==> src/rtl/logic_reduce_unit_if.sv <==
// rtl/logic_reduce_unit_if.sv - operand/result stream bundle for logic_reduce_unit
//
// Purpose: groups the operand input channel and the result output channel.
// Ports:
//   in_valid/in_ready/in_data    operand channel (producer -> unit)
//   out_valid/out_ready/out_data result channel (unit -> consumer)
//   out_count                    operands consumed in the reported frame
// Modports: master = stimulus/consumer side, slave = logic_reduce_unit side.

interface logic_reduce_unit_if #(
   parameter int WIDTH = 8,
   parameter int CNT_W = 5
);
   logic             in_valid;
   logic             in_ready;
   logic [WIDTH-1:0] in_data;
   logic             out_valid;
   logic             out_ready;
   logic [WIDTH-1:0] out_data;
   logic [CNT_W-1:0] out_count;

   modport master (
      output in_valid, in_data, out_ready,
      input  in_ready, out_valid, out_data, out_count
   );

   modport slave (
      input  in_valid, in_data, out_ready,
      output in_ready, out_valid, out_data, out_count
   );
endinterface

==> src/rtl/logic_reduce_unit.sv <==
// rtl/logic_reduce_unit.sv - framed bitwise OR/AND/XOR/NOR stream reducer
//
// Purpose: reduces a frame of 1..MAX_OPS operands with a bitwise operation
// selected at frame start and returns the result on a valid/ready channel.
// Optional macro: LOGIC_REDUCE_ABORT_EN adds the abort input.
// Ports:
//   clk, rst_n       clock, asynchronous active-low reset
//   start, op        frame start request and operation (00 OR, 01 AND, 10 XOR, 11 NOR)
//   num_ops          operand count for the frame, latched at start
//   abort            (LOGIC_REDUCE_ABORT_EN only) drop current frame, back to IDLE
//   busy             high while a frame is in progress (ACCUM or DONE)
//   err              one-cycle pulse after a start with an illegal count
//   bus              operand/result stream channels (slave modport)

module logic_reduce_unit #(
   parameter int WIDTH   = 8,
   parameter int MAX_OPS = 16,
   localparam int CNT_W  = $clog2(MAX_OPS + 1)
) (
   input  logic             clk,
   input  logic             rst_n,
   input  logic             start,
   input  logic [1:0]       op,
   input  logic [CNT_W-1:0] num_ops,
`ifdef LOGIC_REDUCE_ABORT_EN
   input  logic             abort,
`endif
   output logic             busy,
   output logic             err,
   logic_reduce_unit_if.slave bus
);

   typedef enum logic [1:0] {IDLE, ACCUM, DONE} state_t;

   localparam logic [1:0]       OP_AND  = 2'b01;
   localparam logic [1:0]       OP_XOR  = 2'b10;
   localparam logic [1:0]       OP_NOR  = 2'b11;
   localparam logic [CNT_W-1:0] MAX_CNT = CNT_W'(MAX_OPS);
   localparam logic [CNT_W-1:0] ONE_CNT = CNT_W'(1);

   state_t           state_q, state_d;
   logic [WIDTH-1:0] acc_q, acc_d;
   logic [CNT_W-1:0] count_q, count_d;
   logic [1:0]       op_q, op_d;
   logic [CNT_W-1:0] num_ops_q, num_ops_d;
   logic             err_q, err_d;
   logic [WIDTH-1:0] out_data_q, out_data_d;
   logic [CNT_W-1:0] out_count_q, out_count_d;

   logic             beat;
   logic             abort_hit;
   logic [WIDTH-1:0] acc_next;
   logic [CNT_W-1:0] count_inc;

`ifdef LOGIC_REDUCE_ABORT_EN
   assign abort_hit = abort;
`else
   assign abort_hit = 1'b0;
`endif

   assign beat      = bus.in_valid && (state_q == ACCUM);
   assign count_inc = count_q + ONE_CNT;

   // NOR accumulates as OR; the inversion is applied only when the result is captured.
   always_comb begin
      acc_next = acc_q | bus.in_data;
      case (op_q)
         OP_AND:  acc_next = acc_q & bus.in_data;
         OP_XOR:  acc_next = acc_q ^ bus.in_data;
         default: acc_next = acc_q | bus.in_data;
      endcase
   end

   always_comb begin
      state_d     = state_q;
      acc_d       = acc_q;
      count_d     = count_q;
      op_d        = op_q;
      num_ops_d   = num_ops_q;
      err_d       = 1'b0;
      out_data_d  = out_data_q;
      out_count_d = out_count_q;
      case (state_q)
         IDLE: begin
            if (start) begin
               if ((num_ops == '0) || (num_ops > MAX_CNT)) begin
                  err_d = 1'b1;
               end else begin
                  op_d      = op;
                  num_ops_d = num_ops;
                  count_d   = '0;
                  acc_d     = (op == OP_AND) ? '1 : '0;
                  state_d   = ACCUM;
               end
            end
         end
         ACCUM: begin
            if (abort_hit) begin
               state_d = IDLE;
            end else if (beat) begin
               acc_d   = acc_next;
               count_d = count_inc;
               if (count_inc == num_ops_q) begin
                  // Result is captured here so out_data is a pure register in DONE.
                  state_d     = DONE;
                  out_data_d  = (op_q == OP_NOR) ? ~acc_next : acc_next;
                  out_count_d = num_ops_q;
               end
            end
         end
         DONE: begin
            if (abort_hit || bus.out_ready) begin
               state_d = IDLE;
            end
         end
         default: state_d = IDLE;
      endcase
   end

   always_ff @(posedge clk or negedge rst_n) begin
      if (!rst_n) begin
         state_q     <= IDLE;
         acc_q       <= '0;
         count_q     <= '0;
         op_q        <= '0;
         num_ops_q   <= '0;
         err_q       <= 1'b0;
         out_data_q  <= '0;
         out_count_q <= '0;
      end else begin
         state_q     <= state_d;
         acc_q       <= acc_d;
         count_q     <= count_d;
         op_q        <= op_d;
         num_ops_q   <= num_ops_d;
         err_q       <= err_d;
         out_data_q  <= out_data_d;
         out_count_q <= out_count_d;
      end
   end

   assign bus.in_ready  = (state_q == ACCUM);
   assign bus.out_valid = (state_q == DONE);
   assign bus.out_data  = out_data_q;
   assign bus.out_count = out_count_q;
   assign busy          = (state_q != IDLE);
   assign err           = err_q;

endmodule

==> src/flat_wrapper.sv <==
// flat-port wrapper written by rule: the top's interface ports become plain ports
module logic_reduce_unit_flat 
#(
   parameter int WIDTH   = 8,
   parameter int MAX_OPS = 16,
   localparam int CNT_W  = $clog2(MAX_OPS + 1)
)
  (clk, rst_n, start, op, num_ops, busy, err, bus_in_valid, bus_in_data, bus_out_ready, bus_in_ready, bus_out_valid, bus_out_data, bus_out_count);
  logic_reduce_unit_if #(.WIDTH(WIDTH), .CNT_W((5))) bus_i ();
  input  logic clk;
  input  logic rst_n;
  input  logic start;
  input  logic [1:0] op;
  input  logic [CNT_W-1:0] num_ops;
  output logic busy;
  output logic err;
  input wire logic [$bits(bus_i.in_valid)-1:0] bus_in_valid;
  input wire logic [$bits(bus_i.in_data)-1:0] bus_in_data;
  input wire logic [$bits(bus_i.out_ready)-1:0] bus_out_ready;
  output wire logic [$bits(bus_i.in_ready)-1:0] bus_in_ready;
  output wire logic [$bits(bus_i.out_valid)-1:0] bus_out_valid;
  output wire logic [$bits(bus_i.out_data)-1:0] bus_out_data;
  output wire logic [$bits(bus_i.out_count)-1:0] bus_out_count;
  assign bus_i.in_valid = bus_in_valid;
  assign bus_i.in_data = bus_in_data;
  assign bus_i.out_ready = bus_out_ready;
  assign bus_in_ready = bus_i.in_ready;
  assign bus_out_valid = bus_i.out_valid;
  assign bus_out_data = bus_i.out_data;
  assign bus_out_count = bus_i.out_count;
  logic_reduce_unit #(.WIDTH(WIDTH), .MAX_OPS(MAX_OPS)) u_core (.clk(clk), .rst_n(rst_n), .start(start), .op(op), .num_ops(num_ops), .busy(busy), .err(err), .bus(bus_i));
endmodule
==> config.mk <==
export PLATFORM = sky130hd
export DESIGN_NAME = logic_reduce_unit_flat
export DESIGN_NICKNAME = d
export VERILOG_FILES = /design/src/rtl/logic_reduce_unit_if.sv /design/src/rtl/logic_reduce_unit.sv /design/src/flat_wrapper.sv
export SDC_FILE = /design/constraint.sdc
export NUM_CORES = 1
export LEC_CHECK = 0
export CAP_MARGIN = 20
export CORE_AREA = 2 2 60 76
export DETAILED_ROUTE_END_ITERATION = 6
export DIE_AREA = 0 0 62 78
export HOLD_SLACK_MARGIN = 0.03
export PLACE_DENSITY = 0.88
export SYNTH_ARGS = -nofsm -noshare
export SYNTH_HDL_FRONTEND = slang
export SYNTH_SLANG_ARGS = --single-unit
==> constraint.sdc <==
create_clock -name clk -period 2.8 [get_ports clk]
set_input_delay 0.28 -clock clk [delete_from_list [all_inputs] [get_ports clk]]
set_output_delay 0.28 -clock clk [all_outputs]
set_load 0.005 [all_outputs]
==> impl_metrics.prom <==
# TYPE chip_impl_metric gauge
chip_impl_info{name="hold_path_class",value="primary input to async pin"} 1
chip_impl_metric{name="maxSlewHeadroom",unit=""} 0.3217
chip_impl_metric{name="timing_hold_violations_final",unit=""} 0
chip_impl_metric{name="viasPerCell",unit=""} 5.319
chip_impl_metric{name="wl_per_cell",unit="um"} 15.28
chip_impl_info{name="yosys-top-cells-count",value="36 x dfrtp_1, 21 x inv_1, 20 x ha_1"} 1
chip_impl_metric{name="initial_util",unit=""} 0.5206
chip_impl_metric{name="yosys_register_bits",unit=""} 36
chip_impl_metric{name="synth_largest_type_area_fraction",unit=""} 0.4255
chip_impl_metric{name="drt_drc_violations_left",unit=""} 0
chip_impl_metric{name="cts_num_sinks",unit=""} 36
chip_impl_info{name="cts.root.buffer_cell",value="clkbuf_8"} 1
chip_impl_metric{name="synth_cell_type_count",unit=""} 35
chip_impl_info{name="cp-startpoint",value="u_core.count_q[0]"} 1
chip_impl_metric{name="syn_inst",unit=""} 183
chip_impl_metric{name="synthArstFlopShare",unit=""} 1.000
chip_impl_metric{name="cts_made_buffers",unit=""} 5
chip_impl_metric{name="tightestPinTransition",unit="ns"} 1.013
chip_impl_metric{name="cts_hold_buffers",unit=""} 0
chip_impl_metric{name="placementRows",unit=""} 26
chip_impl_metric{name="drive_gt1_frac",unit=""} 0.1682
chip_impl_metric{name="detailedRoute.firstIterationViolations",unit=""} 83
chip_impl_info{name="post_synth_main_area_contributors",value="dfrtp_1 43%, ha_1 12%, mux2_4 6.4%, mux2_2 5.9%, xor2_1 5.0%"} 1
chip_impl_metric{name="power_density",unit="mW/mm^2"} 1087
chip_impl_metric{name="post_synth.cell_area_avg",unit="um^2"} 11.57
chip_impl_metric{name="timing.final.max_slew_violations",unit=""} 0
chip_impl_metric{name="cts-htree-levels",unit=""} 2
chip_impl_info{name="worstReg2RegStart",value="u_core.count_q[0]"} 1
chip_impl_metric{name="layout.nets",unit=""} 260
chip_impl_metric{name="design.portCount",unit=""} 37
chip_impl_metric{name="crit_fanout",unit=""} 14
chip_impl_metric{name="route.antenna.remaining_nets",unit=""} 0
chip_impl_metric{name="grt_start_max_net_pins",unit=""} 37
chip_impl_metric{name="final_period_minus_worst_setup_slack",unit="ns"} 2.401
chip_impl_metric{name="synth.yosys.seq_area_share",unit=""} 0.4255
chip_impl_metric{name="cts-root-to-sink-buffers",unit=""} 2
chip_impl_info{name="tritoncts",value="done"} 1
chip_impl_metric{name="worst_ir_drop_vdd",unit="mV"} 0.5471
chip_impl_metric{name="finalSetupTns",unit="ns"} 0
chip_impl_metric{name="grt_util_all_layers",unit=""} 0.1986
chip_impl_info{name="timing_worst_setup_path_type",value="flip-flop to flip-flop"} 1
chip_impl_metric{name="dp.final_hpwl",unit="mm"} 3.104
chip_impl_metric{name="via_count",unit=""} 1468
chip_impl_info{name="synthMostInstantiatedCell",value="dfrtp_1"} 1
chip_impl_info{name="synth_ff_type",value="dfrtp_1"} 1
chip_impl_metric{name="crit_required",unit="ns"} 2.97
chip_impl_metric{name="finalCoreUtilization",unit=""} 0.6418
chip_impl_metric{name="grt_pass1_vias",unit=""} 1508
chip_impl_metric{name="post-place-cells",unit=""} 269
chip_impl_metric{name="synth-edff-count",unit=""} 0
chip_impl_metric{name="worstSkewPairLatency",unit="ns"} 0.29
chip_impl_metric{name="cp.arrival",unit="ns"} 2.58
chip_impl_metric{name="dr.pass1.iters",unit=""} 4
chip_impl_metric{name="syn-num-nets",unit=""} 223
chip_impl_metric{name="setup_ws",unit="ns"} 0.3990
chip_impl_metric{name="grt_antenna_before_repair",unit=""} 0
chip_impl_metric{name="gpl.final_weighted_congestion",unit=""} 0.7968
chip_impl_metric{name="port_buffers",unit=""} 36
chip_impl_metric{name="max_cap_violations",unit=""} 0
chip_impl_metric{name="design.die.area",unit="mm^2"} 0.004836
chip_impl_metric{name="fp.dieW",unit="um"} 62
chip_impl_metric{name="die_height",unit="um"} 78
chip_impl_metric{name="pre_cts_slack",unit="ns"} 0.2054
chip_impl_metric{name="core_area",unit="mm^2"} 0.004066
chip_impl_info{name="critical_path_source_type",value="flip-flop"} 1
chip_impl_metric{name="synthesis.area",unit="mm^2"} 0.002117
chip_impl_info{name="synth_top_area_cell",value="dfrtp_1"} 1
chip_impl_metric{name="number_of_diodes",unit=""} 0
chip_impl_metric{name="cts_setup_buffers",unit=""} 0
chip_impl_metric{name="drt_wl_total",unit="mm"} 4.218
chip_impl_metric{name="fin_crit_sh",unit=""} 0.8575
chip_impl_metric{name="area_delta_synth_final",unit="%"} 23.29
chip_impl_metric{name="gr-total-overflow",unit=""} 0
chip_impl_info{name="run_status",value="finished, final reports clean"} 1
chip_impl_metric{name="cts_clock_pin_slew_for_the_worst_setup_and_hold_paths",unit="ns"} 0.07
chip_impl_metric{name="cts_resized",unit=""} 0
chip_impl_info{name="worst_setup_path_end_kind",value="flip-flop"} 1
chip_impl_metric{name="synth.yosys.warnings",unit=""} 0
chip_impl_metric{name="finish.cell_count_without_fillers",unit=""} 276
chip_impl_metric{name="report.final.setup_viol",unit=""} 0
chip_impl_metric{name="power_leakage",unit="nW"} 1.211
chip_impl_metric{name="grt_pass1_wl",unit="mm"} 7.010
chip_impl_info{name="rsz0062_at_grt",value="no"} 1
chip_impl_metric{name="clock_skew",unit="ns"} 0.005113
chip_impl_metric{name="clock.fmax",unit="MHz"} 416.5
[path summary, 6_finish.rpt]
path / endpoint / slack [ns] / cells past startpoint
worst max-delay path: u_core.bus.out_data[1] / 0.40 / 6
worst min-delay path: u_core.acc_q[5] / 0.42 / 2
worst max register to register: u_core.bus.out_data[1] / 0.40 / 6
worst min register to register: u_core.bus.out_data[5] / 0.51 / 1
max in group asynchronous: u_core.bus.out_count[0] / 2.06 / 2
min in group clk: u_core.bus.out_data[5] / 0.51 / 1
[report_power, final]
group	switching, W	internal [W]
Clock	0.000181	0.000219
Combinational	0.000718	0.000771
Sequential	0.000202	0.000747
[through the flow]
stage                     total power [W]  hold slack [ns]  instance area [um^2]
final                            0.002838           0.4156                  2610
after global routing             0.003061           0.4511                  2610
after CTS                        0.002871           0.4252                  2610
after detailed placement         0.002461           0.4922                  2514
after global placement           0.002378           0.4967                  2514
after floorplan                  0.001973         -0.01559                  2117
[layout make-up]
cell class	count	area [um^2]
Fill cell	328	1456
Multi-Input combinational cell	118	1089
Timing Repair Buffer	38	375.4
Sequential cell	36	900.9
Tap cell	56	70.07
Inverter	21	78.83
Clock buffer	7	96.34
[cell families (layout without fill, tap and decap cells)]
| family | Yosys count | in the layout | share of synthesized area |
|---|---|---|---|
| AND/OR/NAND/NOR | 27 | 27 | 0.07447 |
| adder cells (fa/ha/maj) | 20 | 20 | 0.1182 |
| XOR/XNOR | 16 | 16 | 0.06619 |
| flip-flops | 36 | 36 | 0.4255 |
| multiplexers | 20 | 20 | 0.1223 |
| AO/OA/AOI/OAI | 35 | 35 | 0.1330 |
| buffers and inverters | 29 | 66 | 0.06028 |
[state kept, by name, summed over array words and instances (netlist names)]
signal,flops
u_core.bus.out_count,5
u_core.num_ops_q,5
u_core.acc_q,8
u_core.bus.out_data,8
u_core.state_q,2
u_core.op_q,2
u_core.err,1
u_core.count_q,5
[cells in the final DEF, fill, tap and decap left out, types with 5 or more instances in the layout]
master | Yosys | layout
clkbuf_8 | 0 | 7
inv_1 | 21 | 21
xor2_1 | 12 | 12
ha_1 | 20 | 20
dfrtp_1 | 36 | 36
o21ai_0 | 5 | 5
nand2_1 | 9 | 9
a221oi_1 | 8 | 8
mux2_2 | 11 | 11
mux2_4 | 9 | 9
clkdlybuf4s50_1 | 0 | 36
a221o_1 | 8 | 8
a21oi_1 | 8 | 8
[metal layers]
layer	part of all wire	GRT usage	up-vias
met2	0.51	0.3229	47
li1	-	-	711
met5	0	0	-
met4	0.022	0.06809	0
met1	0.41	0.2460	703
met3	0.052	0.05333	7
[worst max-delay path, cell delays in order, from the launching register on]
cell and delay [ns]:
dfrtp_1 0.44, ha_1 0.34, xor2_1 0.18, a211oi_2 0.29, o311ai_4 0.18, nor2_4 0.46, mux2_2 0.39
(Power assumes the default switching activity.)
